==> src/rtl/uart_rx_fifo.sv <==
// UART receive front end: 8N1 LSB-first deserialiser feeding a small byte FIFO.
// The line passes a two-flop synchroniser before any decision is made on it.
// Handshake: the FIFO head is offered on d_rx while vld_rx=1; a byte is consumed
// on every rising clk edge where vld_rx && rdy_rx. rdy_rx is ignored while vld_rx=0,
// and d_rx is held stable while vld_rx && !rdy_rx.
module uart_rx_fifo #(
    parameter int CLK_FREQ   = 100_000_000,
    parameter int BAUD       = 9600,
    parameter int FIFO_DEPTH = 4
) (
    input  logic       clk,
    input  logic       rstn,
    input  logic       rxd,
    input  logic       rdy_rx,
    output logic [7:0] d_rx,
    output logic       vld_rx,
    output logic       frame_err,
    output logic       ovf_err,
    output logic       busy
);

    localparam int BIT_CYC = CLK_FREQ / BAUD;
    localparam int HALF    = BIT_CYC / 2;
    localparam int CYC_W   = (BIT_CYC > 1) ? $clog2(BIT_CYC) : 1;
    localparam int PTR_W   = $clog2(FIFO_DEPTH);
    localparam int CNT_W   = PTR_W + 1;

    localparam logic [CYC_W-1:0] BIT_LAST  = CYC_W'(BIT_CYC - 1);
    localparam logic [CYC_W-1:0] HALF_LAST = CYC_W'(HALF - 1);
    localparam logic [CNT_W-1:0] FULL_CNT  = CNT_W'(FIFO_DEPTH);

    typedef enum logic [1:0] {IDLE, START, DATA, STOP} state_t;

    state_t           state, state_next;
    logic [CYC_W-1:0] cyc, cyc_next;
    logic [2:0]       bit_idx, bit_next;
    logic [7:0]       shift, shift_next;
    logic             push_set, ferr_set;
    logic             push_req;
    logic             rxd_m, rxd_s;

    logic [7:0]       mem [FIFO_DEPTH];
    logic [PTR_W-1:0] wr_ptr, rd_ptr, rd_ptr_nx;
    logic [CNT_W-1:0] count, count_nx, count_after_pop;
    logic             pop, full, do_write, drop, bypass;
    logic [7:0]       head_nx;

    // Two-flop synchroniser; idle-high reset value so reset never fakes a start bit.
    always_ff @(posedge clk or negedge rstn) begin
        if (!rstn) begin
            rxd_m <= 1'b1;
            rxd_s <= 1'b1;
        end else begin
            rxd_m <= rxd;
            rxd_s <= rxd_m;
        end
    end

    // Receiver state and datapath registers.
    always_ff @(posedge clk or negedge rstn) begin
        if (!rstn) begin
            state     <= IDLE;
            cyc       <= '0;
            bit_idx   <= '0;
            shift     <= '0;
            push_req  <= 1'b0;
            frame_err <= 1'b0;
        end else begin
            state     <= state_next;
            cyc       <= cyc_next;
            bit_idx   <= bit_next;
            shift     <= shift_next;
            push_req  <= push_set;
            frame_err <= ferr_set;
        end
    end

    // Next-state logic: half-bit wait validates the start bit, then full-bit
    // spacing lands every later sample near the bit centre. STOP returns to
    // IDLE at its sample point so a start bit directly after is not missed.
    always_comb begin
        state_next = state;
        cyc_next   = cyc + 1'b1;
        bit_next   = bit_idx;
        shift_next = shift;
        push_set   = 1'b0;
        ferr_set   = 1'b0;
        case (state)
            IDLE: begin
                cyc_next = '0;
                if (!rxd_s) state_next = START;
            end
            START: begin
                if (cyc == HALF_LAST) begin
                    cyc_next   = '0;
                    state_next = rxd_s ? IDLE : DATA;
                end
            end
            DATA: begin
                if (cyc == BIT_LAST) begin
                    cyc_next   = '0;
                    shift_next = {rxd_s, shift[7:1]};
                    if (bit_idx == 3'd7) begin
                        bit_next   = '0;
                        state_next = STOP;
                    end else begin
                        bit_next = bit_idx + 3'd1;
                    end
                end
            end
            STOP: begin
                if (cyc == BIT_LAST) begin
                    cyc_next   = '0;
                    state_next = IDLE;
                    if (rxd_s) push_set = 1'b1;
                    else       ferr_set = 1'b1;
                end
            end
            default: state_next = IDLE;
        endcase
    end

    assign busy = (state != IDLE);

    // FIFO control. A pop in the same cycle frees the slot, so a push onto a
    // full FIFO is only dropped when nothing is popped at that edge.
    always_comb begin
        pop             = vld_rx && rdy_rx;
        full            = (count == FULL_CNT);
        do_write        = push_req && (!full || pop);
        drop            = push_req && full && !pop;
        rd_ptr_nx       = pop ? rd_ptr + 1'b1 : rd_ptr;
        count_after_pop = pop ? count - 1'b1 : count;
        count_nx        = do_write ? count_after_pop + 1'b1 : count_after_pop;
        // When the byte being written becomes the head, take it straight from the shifter.
        bypass          = do_write && (count_after_pop == '0);
        head_nx         = bypass ? shift : mem[rd_ptr_nx];
    end

    // Pointers, occupancy and the registered head/valid outputs.
    always_ff @(posedge clk or negedge rstn) begin
        if (!rstn) begin
            wr_ptr  <= '0;
            rd_ptr  <= '0;
            count   <= '0;
            vld_rx  <= 1'b0;
            d_rx    <= '0;
            ovf_err <= 1'b0;
        end else begin
            if (do_write) wr_ptr <= wr_ptr + 1'b1;
            rd_ptr  <= rd_ptr_nx;
            count   <= count_nx;
            vld_rx  <= (count_nx != '0);
            d_rx    <= (count_nx != '0) ? head_nx : 8'h00;
            ovf_err <= drop;
        end
    end

    // Byte storage; contents need no reset since count gates visibility.
    always_ff @(posedge clk) begin
        if (do_write) mem[wr_ptr] <= shift;
    end

endmodule
==> config.mk <==
export PLATFORM = sky130hd
export DESIGN_NAME = uart_rx_fifo
export DESIGN_NICKNAME = d
export VERILOG_FILES = /design/src/rtl/uart_rx_fifo.sv
export SDC_FILE = /design/constraint.sdc
export NUM_CORES = 1
export LEC_CHECK = 0
export CAP_MARGIN = 5
export CORE_MARGIN = 2
export CORE_UTILIZATION = 30
export DETAILED_ROUTE_END_ITERATION = 8
export PLACE_DENSITY = 0.54
export SETUP_SLACK_MARGIN = 0.3
export SLEW_MARGIN = 20
export SYNTH_ARGS = -nofsm -noshare
export SYNTH_HDL_FRONTEND = slang
export SYNTH_SLANG_ARGS = --single-unit
==> constraint.sdc <==
create_clock -name clk -period 2 [get_ports clk]
set_input_delay 0.6 -clock clk [delete_from_list [all_inputs] [get_ports clk]]
set_output_delay 0.6 -clock clk [all_outputs]
set_load 0.01 [all_outputs]
# == Word level (Yosys, flattened, before mapping) ==
# Memories as Yosys holds them, arrays and structs flattened.
# Cells that the tools add are included.
# totals
regBits,48
latch_bits,0
ram_bits,32
romBits,0
inputBits,4
output_inout_bits,12
wordCells,72
mem_count,1
# op_classes
n_addsub,6
multipliers,0
div,0
order_cmp,0
n_eq_ne,12
shift,0
n_mux,24
bitwise_logic,0
reduce_logical,15
# memory_table
memory,words,word_bits,rd,rd_ports_with_merged_regs,write_ports,line,text
mem,4,8,1,0,1,42,logic [7:0] mem [FIFO_DEPTH];
# ops
cell,count
14-bit case mux with 3 select lines,1
14-bit 2-to-1 mux,2
8-bit 2-to-1 mux,2
14-bit by 1-bit adder with 14-bit output (second input constant),1
14-bit by 13-bit == test with 1-bit output (second input constant),1
14-bit == test (second input constant),1
2-bit 2-to-1 mux,7
2-bit != test (second input constant),5
3-bit 2-to-1 mux,3
1-bit 2-to-1 mux,8
2-bit case mux with 4 select lines,1
3-bit by 1-bit adder with 3-bit output (second input constant),2
3-bit == test (second input constant),2
1-bit logical AND,5
5-bit AND reduction,1
2-bit by 1-bit adder with 2-bit output (second input constant),2
2-bit == test (second input constant),2
3-bit logical NOT,1
3-bit nonzero test,1
3-bit by 1-bit subtractor with 3-bit output (second input constant),1
2-bit by 1-bit == test with 1-bit output (second input constant),1
1-bit logical NOT,2
2-bit logical NOT,1
2-bit AND reduction,1
other kinds (3),3

# == Logic depth before layout (Yosys ltp) ==
# logic_depth
ltp_word,7
depth_mapped,8
ltp_nobuf,8

# == Worst setup path after synthesis ==
# No wires, ideal clock.
# synth_path
path_kind,in2reg
start,in rdy_rx
end,reg d_rx[0]
setup_ns,0.145
arrival_ns,2.239
required_ns,1.855
path_slack_ns,-0.384
path_stages,6
n_path_buf,1
cell_sequence,and2_1 -> buf_2 -> xnor2_1 -> ha_1 -> o41ai_4 -> a21oi_1
# synth_between
elab_chain_cells,6
elab_cells_between_ends,13
cone_classes,add/sub: 1; mux: 5; reduce/logical: 6; memory: 1
# synth_rtl
element,line,text
from (decl),14,"input logic rdy_rx,"
1-bit logical AND *,128,pop = vld_rx && rdy_rx;
3-bit 2-to-1 mux or 1-bit logical OR (tied branches),"133, 130",
"3-bit by 1-bit adder with 3-bit output, or another cell as far along",134,count_nx = do_write ? count_after_pop + 1'b1 : count_after_pop;
3-bit 2-to-1 mux or 1-bit logical AND (tied branches),"134, 136",
3-bit nonzero test or 8-bit 2-to-1 mux (tied branches),"154, 137",
8-bit 2-to-1 mux *,154,d_rx <= (count_nx != '0) ? head_nx : 8'h00;
to (signal assigned),154,
to (decl),15,"output logic [7:0] d_rx,"
# Mark *: on every way between the ends. The rest lies on a longest branch, timed or not.
# A chain may end at the register's enable or synchronous reset.

# == Worst setup path in the final report ==
# layout_path
start,in rdy_rx
end,reg d_rx[6]
# Same word-level chain as after synthesis.

==> flow_metrics.env <==
export IMPL_p_leak_nw=2.12
export IMPL_powerDensity_nw_per_um2=1040
export IMPL_first_global_vias=2527
export IMPL_dp_hpwl_um=5130
export IMPL_period_minus_slack_ps=1960
export IMPL_r2r_start="count[0]$_DFF_PN0_"
export IMPL_antenna_found_initial=0
export IMPL_drive_gt1_share_pct=34.9
export IMPL_ys_warn_count=0
export IMPL_ys_ff_latch=80
export IMPL_boundaryPins=16
export IMPL_grt_max_degree=34
export IMPL_finalSetupViolCount=0
export IMPL_cts_buffers=9
export IMPL_synth_flop_cell="dfrtp_1"
export IMPL_cp_depth=9
export IMPL_place_area_um2=4310
export IMPL_synth_cells=313
export IMPL_crit_family="buffers and inverters"
export IMPL_dieArea_um2=13400
export IMPL_grt_usage_pct=11.9
export IMPL_mostFrequentLayoutCell="dfrtp_1"
export IMPL_routedWlPerCell_um=14.0
export IMPL_drc_errors=0
export IMPL_fmax_ghz=0.510
export IMPL_gr_total_overflow=0
export IMPL_synth_avg_cell_area_um2=12.0
export IMPL_ir_worst_vdd_mv=0.387
export IMPL_final_nets=380
export IMPL_required_ps=2210
export IMPL_rows=40
export IMPL_routed_wl_um=7540
export IMPL_worst_r2r_path_depth=9
export IMPL_io_buffers=15
export IMPL_worst_pin_slew_ps=864
export IMPL_cts_sinks=80
export IMPL_end_kind="register"
export IMPL_max_stage_delay_ps=330
export IMPL_met3_usage_pct=3.82
export IMPL_final_cell_mix="45 x dfrtp_1, 34 x buf_4, 32 x edfxtp_1"
export IMPL_cp_startpoint="rdy_rx"
export IMPL_grt_pass1_wl_um=12300
export IMPL_grt_busiest_layer="met2"
export IMPL_worstSetupPathType="input pin to register"
export IMPL_synth_nets=328
export IMPL_rsz0062_at_grt="true"
export IMPL_area_growth_pct=32.7
export IMPL_hold_class="input pin to async pin"
export IMPL_drv_cap=0
export IMPL_grtUsageMet1_pct=13.8
export IMPL_cts_tree="done"
export IMPL_cp_slowest_cell="o41ai_4"
export IMPL_crit_arrival_ps=2170
export IMPL_path_clk_slew_ps=60
export IMPL_fin_skew_ps=8.94
export IMPL_synth_seq_area_share_pct=57.8
export IMPL_hold_violations=0
export IMPL_diodes=0
export IMPL_cp_num_buf_inv=3
export IMPL_first_pass_iters=4
export IMPL_netlist_area_um2=3740
export IMPL_insertion_delay_ps=330
export IMPL_vias=2541
export IMPL_finalMaxSlewViolations=0
export IMPL_die_w_um=116
export IMPL_initial_core_util_pct=30.9
export IMPL_fin_crit_sh_pct=98.1
export IMPL_via_per_inst=4.72
export IMPL_clockBufferDepth=2
export IMPL_core_area_um2=12100
export IMPL_worstSetupStartpointType="input pin"
export IMPL_status="finished, final reports clean"
export IMPL_final_cells=538
export IMPL_clockRootBuffer="clkbuf_16"
export IMPL_slew_headroom_pct=42.4
export IMPL_path_max_fanout=5
export IMPL_ys_types=50
export IMPL_critical_path_cell_chain="clkdlybuf4s15_1, nand2_2, mux2_4, inv_2, ha_4, xnor2_4, o41ai_4, buf_4, a21oi_1"
export IMPL_ant_nets=0
export IMPL_drt_iter0_drc=99
export IMPL_design_area_um2=4970
export IMPL_die_h_um=116
export IMPL_place_gp_congestion=0.796
export IMPL_synth_edff_count=32
export IMPL_h_tree_depth=3
export IMPL_met2_usage_pct=20.0
export IMPL_place_inst=511
export IMPL_async_flop_share_pct=60.0
[metal layers]
layer / share of wire, % / wire length [µm]
met4: 2.1 / 159
met1: 43 / 3210
met3: 3.4 / 258
met2: 52 / 3910
met5: 0 / 0
[cell families (layout without fill, tap and decap cells)]
logic type / count (synthesis) / count (layout) / synth area share (%)
mux: 18 / 18 / 5.78
buf+inv: 26 / 83 / 3.17
simple gates: 108 / 108 / 16.0
flops: 80 / 80 / 57.8
compound gates: 51 / 51 / 9.09
xor+xnor: 19 / 19 / 4.44
fa+ha+maj: 11 / 11 / 3.68
[state kept, by name, indices dropped and copies added (netlist names), named ones only]
signal	flops
wr_ptr	2
frame_err	1
shift	8
count	3
state	1
mem	32
rxd_s	1
push_req	1
rxd_m	1
bit_idx	3
rd_ptr	2
vld_rx	1
d_rx	8
ovf_err	1
cyc	14
[power breakdown]
group	switching, W	leakage [nW]	internal [W]
sequential	0.000178	0.987	0.00182
combinational	0.000767	1.01	0.000893
clock	0.000643	0.127	0.000844
total	0.00159	2.12	0.00356
[through the flow]
step	total power (W)	setup TNS, ps	utilization, %	setup WS [ps]	hold WS (ps)
after detailed placement	0.00343	-19280	35.5	-645	347
after CTS	0.00516	0	39.0	45.7	211
final	0.00515	0	41.0	37.4	206
after global routing	0.00544	-85.8	41.0	-18.5	229
after floorplan	0.00290	-1900	-	-212	304
after global placement	0.00338	-17440	35.5	-550	347
[Yosys cell counts (4+ instances only)]
master     n  area (µm²)
and2_1     5        31.3
nand3_1   16        80.1
inv_1     11        41.3
o221ai_1   8        70.1
o22ai_1    7        43.8
dfrtp_1   46        1150
nand2_1   20        75.1
edfxtp_1  32         961
clkbuf_1   9        33.8
nor2b_1    4        25.0
nand4_1    4        25.0
mux2_2    13         146
o21ai_0   18        90.1
mux2_4     4        60.1
nor3_1    10        50.1
a21oi_1    9        45.0
xor2_1     6        52.6
nor3b_1    8        60.1
ha_1      11         138
nor2_1    22        82.6
xnor2_1   13         114
[worst paths after layout]
path	end	slack (ps)
setup / recovery	d_rx[6]$_DFF_PN0_	40
hold / removal	count[0]$_DFF_PN0_	210
setup reg to reg	d_rx[6]$_DFF_PN0_	40
hold reg to reg	rxd_s$_DFF_PN1_	360
max in group asynchronous	cyc[5]$_DFF_PN0_	1140
min in group clk	rxd_s$_DFF_PN1_	360
[final cells by class]
type,instances,area [µm²]
clock buffers,10,229
clock inverters,6,45.0
fillers,1152,7140
inverters,11,41.3
multi-input cells,207,1770
flip-flops and latches,80,2170
well taps,168,210
repair buffers,56,503
[timing repair]
action / in CTS / in global routing
cloned: 1 / 1
pin swaps: 10 / 13
hold endpoints to repair: 0 / 0
buffers inserted: 9 / 0
hold buffers: 0 / 0
gates resized for setup: 35 / 56
setup endpoints to repair: 85 / 73
No activity file was read; power rests on OpenSTA's default activity.
